<file path="src/rtl/zone_rd_scheduler_pkg.sv">
// Shared types, default geometry and width helpers for the zone read scheduler.
package zone_rd_pkg;

  typedef enum logic [1:0] {
    IDLE  = 2'd0,
    ISSUE = 2'd1,
    DRAIN = 2'd2
  } state_e;

  localparam int unsigned ZONES_DFLT           = 360;
  localparam int unsigned BURSTS_PER_ZONE_DFLT = 477;
  localparam int unsigned TOTAL_BURSTS_DFLT    = ZONES_DFLT * BURSTS_PER_ZONE_DFLT;

  localparam int unsigned CREDIT_W   = 4;
  localparam int unsigned ZONE_IDX_W = 9;
  localparam int unsigned WD_W       = 13;

  function automatic int unsigned cnt_w(input int unsigned n);
    return (n > 1) ? $clog2(n) : 1;
  endfunction

endpackage

</file>
<file path="src/rtl/zone_rd_scheduler_if.sv">
// DDR read command / read data handshake between the scheduler and the controller.
interface zone_rd_scheduler_if #(
  parameter int unsigned ADDR_W = 28
);
  logic              rd_cmd_en;
  logic [ADDR_W-1:0] rd_cmd_addr;
  logic              rd_cmd_rdy;
  logic              rd_valid;
  logic              rd_end;

  modport master (
    output rd_cmd_en, rd_cmd_addr,
    input  rd_cmd_rdy, rd_valid, rd_end
  );

  modport slave (
    input  rd_cmd_en, rd_cmd_addr,
    output rd_cmd_rdy, rd_valid, rd_end
  );
endinterface

</file>
<file path="src/rtl/zone_rd_scheduler_credit.sv">
// Outstanding-burst counter: simultaneous inc/dec cancel, decrement floors at zero.
module rd_credit_ctr #(
  parameter int unsigned CNT_W = 4
) (
  input  logic             clk_x1,
  input  logic             rst_n,
  input  logic             clr,
  input  logic             inc,
  input  logic             dec,
  output logic [CNT_W-1:0] count,
  output logic [CNT_W-1:0] count_nxt
);

  logic dec_ok;

  assign dec_ok = dec && (count != '0);

  always_comb begin
    count_nxt = count;
    if (clr)
      count_nxt = '0;
    else if (inc && !dec_ok)
      count_nxt = count + 1'b1;
    else if (!inc && dec_ok)
      count_nxt = count - 1'b1;
  end

  always_ff @(posedge clk_x1 or negedge rst_n) begin
    if (!rst_n)
      count <= '0;
    else
      count <= count_nxt;
  end

endmodule

</file>
<file path="src/rtl/zone_rd_scheduler.sv">
// Per-frame DDR read sweep for the zone max-gray receiver, credit-limited.
// Optional watchdog abort compiled in with ZONE_RD_SCHED_TIMEOUT_EN.
module zone_rd_scheduler #(
  parameter int unsigned ZONES           = zone_rd_pkg::ZONES_DFLT,
  parameter int unsigned BURSTS_PER_ZONE = zone_rd_pkg::BURSTS_PER_ZONE_DFLT,
  parameter int unsigned MAX_OUTSTANDING = 8,
  parameter int unsigned ADDR_W          = 28,
  parameter int unsigned ADDR_STEP       = 8,
  parameter int unsigned BASE_ADDR       = 0,
  parameter int unsigned TIMEOUT_CYC     = 4096
) (
  input  logic                              clk_x1,
  input  logic                              rst_n,
  input  logic                              frame_start,
  zone_rd_scheduler_if.master               ddr,
  output logic                              busy,
  output logic [zone_rd_pkg::ZONE_IDX_W-1:0] zone_idx,
  output logic                              zone_done,
  output logic                              frame_done,
  output logic                              err_timeout
);
  import zone_rd_pkg::*;

  localparam int unsigned TOTAL_BURSTS = ZONES * BURSTS_PER_ZONE;
  localparam int unsigned ISS_W        = cnt_w(TOTAL_BURSTS);
  localparam int unsigned BRST_W       = cnt_w(BURSTS_PER_ZONE);

  localparam logic [ISS_W-1:0]      LAST_ISS   = ISS_W'(TOTAL_BURSTS - 1);
  localparam logic [BRST_W-1:0]     LAST_BRST  = BRST_W'(BURSTS_PER_ZONE - 1);
  localparam logic [ZONE_IDX_W-1:0] LAST_ZONE  = ZONE_IDX_W'(ZONES - 1);
  localparam logic [CREDIT_W-1:0]   CREDIT_MAX = CREDIT_W'(MAX_OUTSTANDING);
  localparam logic [ADDR_W-1:0]     ADDR_BASE  = ADDR_W'(BASE_ADDR);
  localparam logic [ADDR_W-1:0]     ADDR_INC   = ADDR_W'(ADDR_STEP);

  state_e              state_q, state_d;
  logic                en_q, en_d;
  logic [ADDR_W-1:0]   addr_q;
  logic [ISS_W-1:0]    iss_cnt_q;
  logic [BRST_W-1:0]   cmp_burst_q;
  logic [CREDIT_W-1:0] outst, outst_nxt;

  logic xfer, cmp_raw, cmp_ok, last_xfer, zone_last, frame_last, start, abort;

  assign xfer       = en_q && ddr.rd_cmd_rdy;
  assign cmp_raw    = ddr.rd_valid && ddr.rd_end;
  assign cmp_ok     = cmp_raw && (state_q != IDLE) && (outst != '0);
  assign last_xfer  = xfer && (iss_cnt_q == LAST_ISS);
  assign zone_last  = cmp_ok && (cmp_burst_q == LAST_BRST);
  assign frame_last = zone_last && (zone_idx == LAST_ZONE);
  assign start      = (state_q == IDLE) && frame_start;

  assign ddr.rd_cmd_en   = en_q;
  assign ddr.rd_cmd_addr = addr_q;
  assign busy            = (state_q != IDLE);

  rd_credit_ctr #(
    .CNT_W (CREDIT_W)
  ) u_credit (
    .clk_x1    (clk_x1),
    .rst_n     (rst_n),
    .clr       (abort),
    .inc       (xfer),
    .dec       (cmp_raw && (state_q != IDLE)),
    .count     (outst),
    .count_nxt (outst_nxt)
  );

`ifdef ZONE_RD_SCHED_TIMEOUT_EN
  logic [WD_W-1:0] wd_q;
  logic            err_q;

  assign abort       = (wd_q == WD_W'(TIMEOUT_CYC));
  assign err_timeout = err_q;

  always_ff @(posedge clk_x1 or negedge rst_n) begin
    if (!rst_n) begin
      wd_q  <= '0;
      err_q <= 1'b0;
    end else begin
      if (abort)
        err_q <= 1'b1;
      if ((state_q == IDLE) || cmp_raw || abort)
        wd_q <= '0;
      else if (outst != '0)
        wd_q <= wd_q + 1'b1;
    end
  end
`else
  assign abort       = 1'b0;
  assign err_timeout = 1'b0 & (TIMEOUT_CYC == 0);
`endif

  always_comb begin
    state_d = state_q;
    unique case (state_q)
      IDLE:    if (frame_start) state_d = ISSUE;
      ISSUE:   if (last_xfer)   state_d = DRAIN;
      DRAIN:   if (frame_last)  state_d = IDLE;
      default:                  state_d = IDLE;
    endcase
    if (abort)
      state_d = IDLE;
  end

  // Enable is registered from the post-edge credit count, so once raised it can
  // only fall on the transfer that consumes the last credit or the last burst.
  assign en_d = (state_q == ISSUE) && !last_xfer && !abort && (outst_nxt < CREDIT_MAX);

  always_ff @(posedge clk_x1 or negedge rst_n) begin
    if (!rst_n) begin
      state_q     <= IDLE;
      en_q        <= 1'b0;
      addr_q      <= ADDR_BASE;
      iss_cnt_q   <= '0;
      cmp_burst_q <= '0;
      zone_idx    <= '0;
      zone_done   <= 1'b0;
      frame_done  <= 1'b0;
    end else begin
      state_q    <= state_d;
      en_q       <= en_d;
      zone_done  <= zone_last && !abort;
      frame_done <= frame_last && !abort;
      if (start || abort) begin
        addr_q      <= ADDR_BASE;
        iss_cnt_q   <= '0;
        cmp_burst_q <= '0;
        zone_idx    <= '0;
      end else begin
        if (xfer) begin
          addr_q    <= addr_q + ADDR_INC;
          iss_cnt_q <= iss_cnt_q + 1'b1;
        end
        if (cmp_ok) begin
          if (zone_last) begin
            cmp_burst_q <= '0;
            zone_idx    <= frame_last ? '0 : zone_idx + 1'b1;
          end else begin
            cmp_burst_q <= cmp_burst_q + 1'b1;
          end
        end
      end
    end
  end

endmodule

</file>
<file path="src/flat_wrapper.sv">
// flat-port wrapper written by rule: the top's interface ports become plain ports
module zone_rd_scheduler_flat import zone_rd_pkg::*;
#(
  parameter int unsigned ZONES           = zone_rd_pkg::ZONES_DFLT,
  parameter int unsigned BURSTS_PER_ZONE = zone_rd_pkg::BURSTS_PER_ZONE_DFLT,
  parameter int unsigned MAX_OUTSTANDING = 8,
  parameter int unsigned ADDR_W          = 28,
  parameter int unsigned ADDR_STEP       = 8,
  parameter int unsigned BASE_ADDR       = 0,
  parameter int unsigned TIMEOUT_CYC     = 4096
)
  (clk_x1, rst_n, frame_start, busy, zone_idx, zone_done, frame_done, err_timeout, ddr_rd_cmd_en, ddr_rd_cmd_addr, ddr_rd_cmd_rdy, ddr_rd_valid, ddr_rd_end);
  zone_rd_scheduler_if #(.ADDR_W(ADDR_W)) ddr_i ();
  input  logic clk_x1;
  input  logic rst_n;
  input  logic frame_start;
  output logic busy;
  output logic [zone_rd_pkg::ZONE_IDX_W-1:0] zone_idx;
  output logic zone_done;
  output logic frame_done;
  output logic err_timeout;
  output wire logic [$bits(ddr_i.rd_cmd_en)-1:0] ddr_rd_cmd_en;
  output wire logic [$bits(ddr_i.rd_cmd_addr)-1:0] ddr_rd_cmd_addr;
  input wire logic [$bits(ddr_i.rd_cmd_rdy)-1:0] ddr_rd_cmd_rdy;
  input wire logic [$bits(ddr_i.rd_valid)-1:0] ddr_rd_valid;
  input wire logic [$bits(ddr_i.rd_end)-1:0] ddr_rd_end;
  assign ddr_rd_cmd_en = ddr_i.rd_cmd_en;
  assign ddr_rd_cmd_addr = ddr_i.rd_cmd_addr;
  assign ddr_i.rd_cmd_rdy = ddr_rd_cmd_rdy;
  assign ddr_i.rd_valid = ddr_rd_valid;
  assign ddr_i.rd_end = ddr_rd_end;
  zone_rd_scheduler #(.ZONES(ZONES), .BURSTS_PER_ZONE(BURSTS_PER_ZONE), .MAX_OUTSTANDING(MAX_OUTSTANDING), .ADDR_W(ADDR_W), .ADDR_STEP(ADDR_STEP), .BASE_ADDR(BASE_ADDR), .TIMEOUT_CYC(TIMEOUT_CYC)) u_core (.clk_x1(clk_x1), .rst_n(rst_n), .frame_start(frame_start), .ddr(ddr_i), .busy(busy), .zone_idx(zone_idx), .zone_done(zone_done), .frame_done(frame_done), .err_timeout(err_timeout));
endmodule
</file>
<file path="config.mk">
export PLATFORM = sky130hd
export DESIGN_NAME = zone_rd_scheduler_flat
export DESIGN_NICKNAME = d
export VERILOG_FILES = /design/src/rtl/zone_rd_scheduler_pkg.sv /design/src/rtl/zone_rd_scheduler_if.sv /design/src/rtl/zone_rd_scheduler_credit.sv /design/src/rtl/zone_rd_scheduler.sv /design/src/flat_wrapper.sv
export SDC_FILE = /design/constraint.sdc
export NUM_CORES = 1
export LEC_CHECK = 0
export CAP_MARGIN = 20
export CORE_MARGIN = 2
export CORE_UTILIZATION = 30
export DETAILED_ROUTE_END_ITERATION = 6
export SETUP_SLACK_MARGIN = 0.15
export SLEW_MARGIN = 20
export SYNTH_ARGS = -nofsm -noshare
export SYNTH_HDL_FRONTEND = slang
export SYNTH_HIERARCHICAL = 1
export SYNTH_SLANG_ARGS = --single-unit
</file>
<file path="constraint.sdc">
create_clock -name clk_x1 -period 2.8 [get_ports clk_x1]
set_input_delay 0.56 -clock clk_x1 [delete_from_list [all_inputs] [get_ports clk_x1]]
set_output_delay 0.56 -clock clk_x1 [all_outputs]
set_load 0.02 [all_outputs]
</file>
==> flow_summary_export.csv <==
group,metric,value,unit
outcome,result_of_the_run,"finished, final reports clean",
detailed_routing,detail_route.drc_violations,0,
detailed_routing,routed_wirelength,9070,um
floorplan,chip_width,116,um
detailed_routing,top_signal_layer_used,"met4",
clock_network,clock_tree_from_tritoncts,"done",
grt,grt.overflow.total,0,
clock_network,htree_levels,3,
timing,setup_repair_after_global_routing_missed_its_margin,"false",
detailed_routing,post_dr_wirelength_cell,14.2,um
power_and_ir_drop,worst_ir_drop_vdd,0.290,mV
detailed_routing,drt.antenna.violating_nets,0,
timing,setup_viol,0,
detailed_routing,met2_wirelength,4380,um
clock_network,cts-resized-gates,0,
finish,antenna-diode-count,0,
floorplan,placementRows,41,
grt,grt_first_pass_wirelength,15300,um
clock_network,cts_inserted_buffers,9,
floorplan,placeableCoreArea,12500,um2
yosys,mean_area_per_synthesized_cell,9.22,um2
timing,max_slew.worst_pin.slew,0.570,ns
finish,final_layout_size_suffix_gt1_frac,0.0964,
floorplan,die-area,13500,um2
floorplan,fp.dieH,116,um
setup_path,critical_path.startpoint_type,"input port",
setup_path,gate_family_responsible_for_the_most_delay_along_the_worst_path,"simple AND/OR/NAND/NOR gates",
clock_network,clkSinkCount,70,
timing,timing_max_transition_violations_final,0,
timing,finalHoldViolations,0,
detailed_routing,drt_iter0_markers,280,
timing,setup_ws,0.508,ns
clock_network,clockRootBuffer,"clkbuf_16",
setup_path,worstPathArrival,2.54,ns
setup_path,timing.critical_path.required,3.05,ns
finish,final.fill_count,1257,
setup_path,timing.critical_path.cells,"clkdlybuf4s50_1 > nand4_1 > or4_4 > buf_4 > or3_1 > a21oi_1",
setup_path,worst_setup_path_startpoint,"ddr_rd_cmd_rdy",
power_and_ir_drop,pd_cells,642,nW/um2
yosys,synth_enable_flop_cells,0,
detailed_routing,wl_met1,4260,um
clock_network,worst_skew_pair.late_latency,0.33,ns
clock_network,cts.path.max_buffers,2,
grt,grt_start_max_net_pins,34,
finish,nets,478,
setup_path,worst-path-max-fanout,10,
clock_network,path_clk_slew,0.05,ns
finish,areaGrowthSynthToFinish,25.4,%
flow_run,drv.max_cap_violation_count,0,
power_and_ir_drop,cellLeakagePower,1.91,nW
setup_path,cpMaxStageDelayCell,"clkdlybuf4s50_1",
placed_design,place.port_buffers,43,
detailed_routing,num_vias,3308,
timing,whs,0.174,ns
grt,grt_util_all_layers,0.142,
yosys,ys_seq_elements,70,
timing,timing.clock.skew,0.00600,ns
timing,final.period_utilization,0.818,
setup_path,critical_path.n_buffers_inverters,2,
yosys,synth.cell_area,3790,um2
yosys,synth_seq_area_share,0.463,
timing,setup_tns,0,ns
detailed_routing,vias_per_cell,5.18,
yosys,synthesis.yosys.warnings,6,
setup_path,worstSetupEndpointType,"flip-flop",
setup_path,critical_path.reg2reg.startpoint,"u_core/ddr.rd_cmd_addr[3]$_DFFE_PN0P_",
grt,antenna_found_initial,0,
yosys,synthCells,411,
finish,highest_count_cells_in_the_layout_ignoring_fill_and_taps,"dfrtp_1 (70), clkdlybuf4s50_1 (42), nand2_1 (41)",
clock_network,post_cts_hold_buffer_count,0,
timing,max_freq,436,MHz
floorplan,initial_core_util,0.304,
yosys,synthDistinctLibCells,54,
setup_path,crit_path_max_incr_delay,0.59,ns
placed_design,hpwl,6350,um
timing,max_slew_margin,0.617,
detailed_routing,met3WireLength,310,um
finish,most_common_cell_after_layout_fill_and_taps_aside,"dfrtp_1",
clock_network,cts_setup_buffers,0,
placed_design,dp_slack,0.174,ns
grt,first_global_vias,3148,
yosys,synth-async-reset-ratio,1.00,
timing,min_period,2.29,ns
placed_design,gp_congestion,0.801,
setup_path,path_class,"in -> reg",
detailed_routing,drt_pre_antenna_iters,4,
floorplan,ios,48,
yosys,synth_top_flop_cell,"dfrtp_1",
hold_path,hold_path_class,"in -> async",
==> registers in the layout, indices dropped and copies added (netlist names) <==
register and cells:
u_core/state_q 2, u_core/u_credit/count 4, u_core/ddr.rd_cmd_addr 25, u_core/frame_done 1, u_core/zone_idx 9, u_core/cmp_burst_q 9, u_core/zone_done 1, u_core/iss_cnt_q 18
u_core/ddr.rd_cmd_en 1
==> logic make-up (layout without fill, tap and decap cells) <==
logic type	after synthesis	in the layout	synth area share
AND/OR/NAND/NOR	192	192	0.274
AO/OA/AOI/OAI	88	88	0.152
flip-flops	70	70	0.463
buffers and inverters	31	80	0.0370
XOR/XNOR	22	22	0.0509
adder cells (fa/ha/maj)	7	7	0.0231
other	1	8	0.000990
==> final cells by class <==
cell class / count / area [um2] / area share
timing repair buffer: 56 / 536 / 0.113
tap: 172 / 215 / 0.0453
inverter: 11 / 41.3 / 0.00869
clock buffer: 11 / 243 / 0.0511
multi-input combinational: 317 / 1930 / 0.406
clock inverter: 2 / 35.0 / 0.00737
sequential: 70 / 1750 / 0.369
==> power breakdown <==
group | internal, mW | total, mW | switching [mW] | leakage, nW
Combinational | 0.296 | 0.633 | 0.337 | 0.839
Clock | 0.697 | 1.09 | 0.392 | 0.137
Sequential | 1.14 | 1.33 | 0.184 | 0.935
==> metrics by stage <==
stage | std cells | cell area, um2 | utilization | power [mW]
6_report | 639 | 4750 | 0.381 | 3.05
5_1_grt | 639 | 4750 | 0.381 | 3.22
3_5_place_dp | 626 | 4470 | 0.359 | 1.97
4_1_cts | 639 | 4750 | 0.381 | 3.08
2_1_floorplan | 418 | 3810 | - | 1.72
3_3_place_gp | 626 | 4470 | 0.359 | 1.95
==> routing by layer <==
metal	global-route usage	vias to the layer above
li1	-	1615
met1	0.182	1630
met2	0.235	53
met3	0.0322	10
met4	0.0548	0
met5	0	-
==> Yosys cell counts, types with 5 or more instances <==
library cell	count	area, um2
nand4_1	21	131
inv_1	9	33.8
nor4_1	5	31.3
ha_1	7	87.6
xnor2_1	11	96.3
o31ai_1	10	75.1
nor2_1	34	128
or4_1	13	97.6
nand3_1	26	130
and3_1	8	50.1
xor2_1	11	96.3
or3_1	12	75.1
clkbuf_1	10	37.5
o21ai_0	16	80.1
a31o_2	7	61.3
nor3_1	6	30.0
dfrtp_1	70	1750
nand2_1	41	154
a21oi_1	32	160
and4_1	7	61.3
==> path summary, 6_finish.rpt <==
| path | endpoint | slack (ns) | cells after the start |
|---|---|---|---|
| setup / recovery | u_core/ddr.rd_cmd_addr[22]$_DFFE_PN0P_ | 0.51 | 6 |
| hold / removal | u_core/frame_done$_DFF_PN0_ | 0.17 | 1 |
| setup reg to reg | u_core/ddr.rd_cmd_addr[25]$_DFFE_PN0P_ | 0.65 | 5 |
| hold reg to reg | u_core/zone_idx[8]$_DFFE_PN0P_ | 0.51 | 1 |
| max in group asynchronous | u_core/iss_cnt_q[16]$_DFFE_PN0P_ | 1.99 | 2 |
| min in group clk_x1 | u_core/zone_idx[8]$_DFFE_PN0P_ | 0.51 | 1 |
No activity file was read; power rests on OpenSTA's default activity.
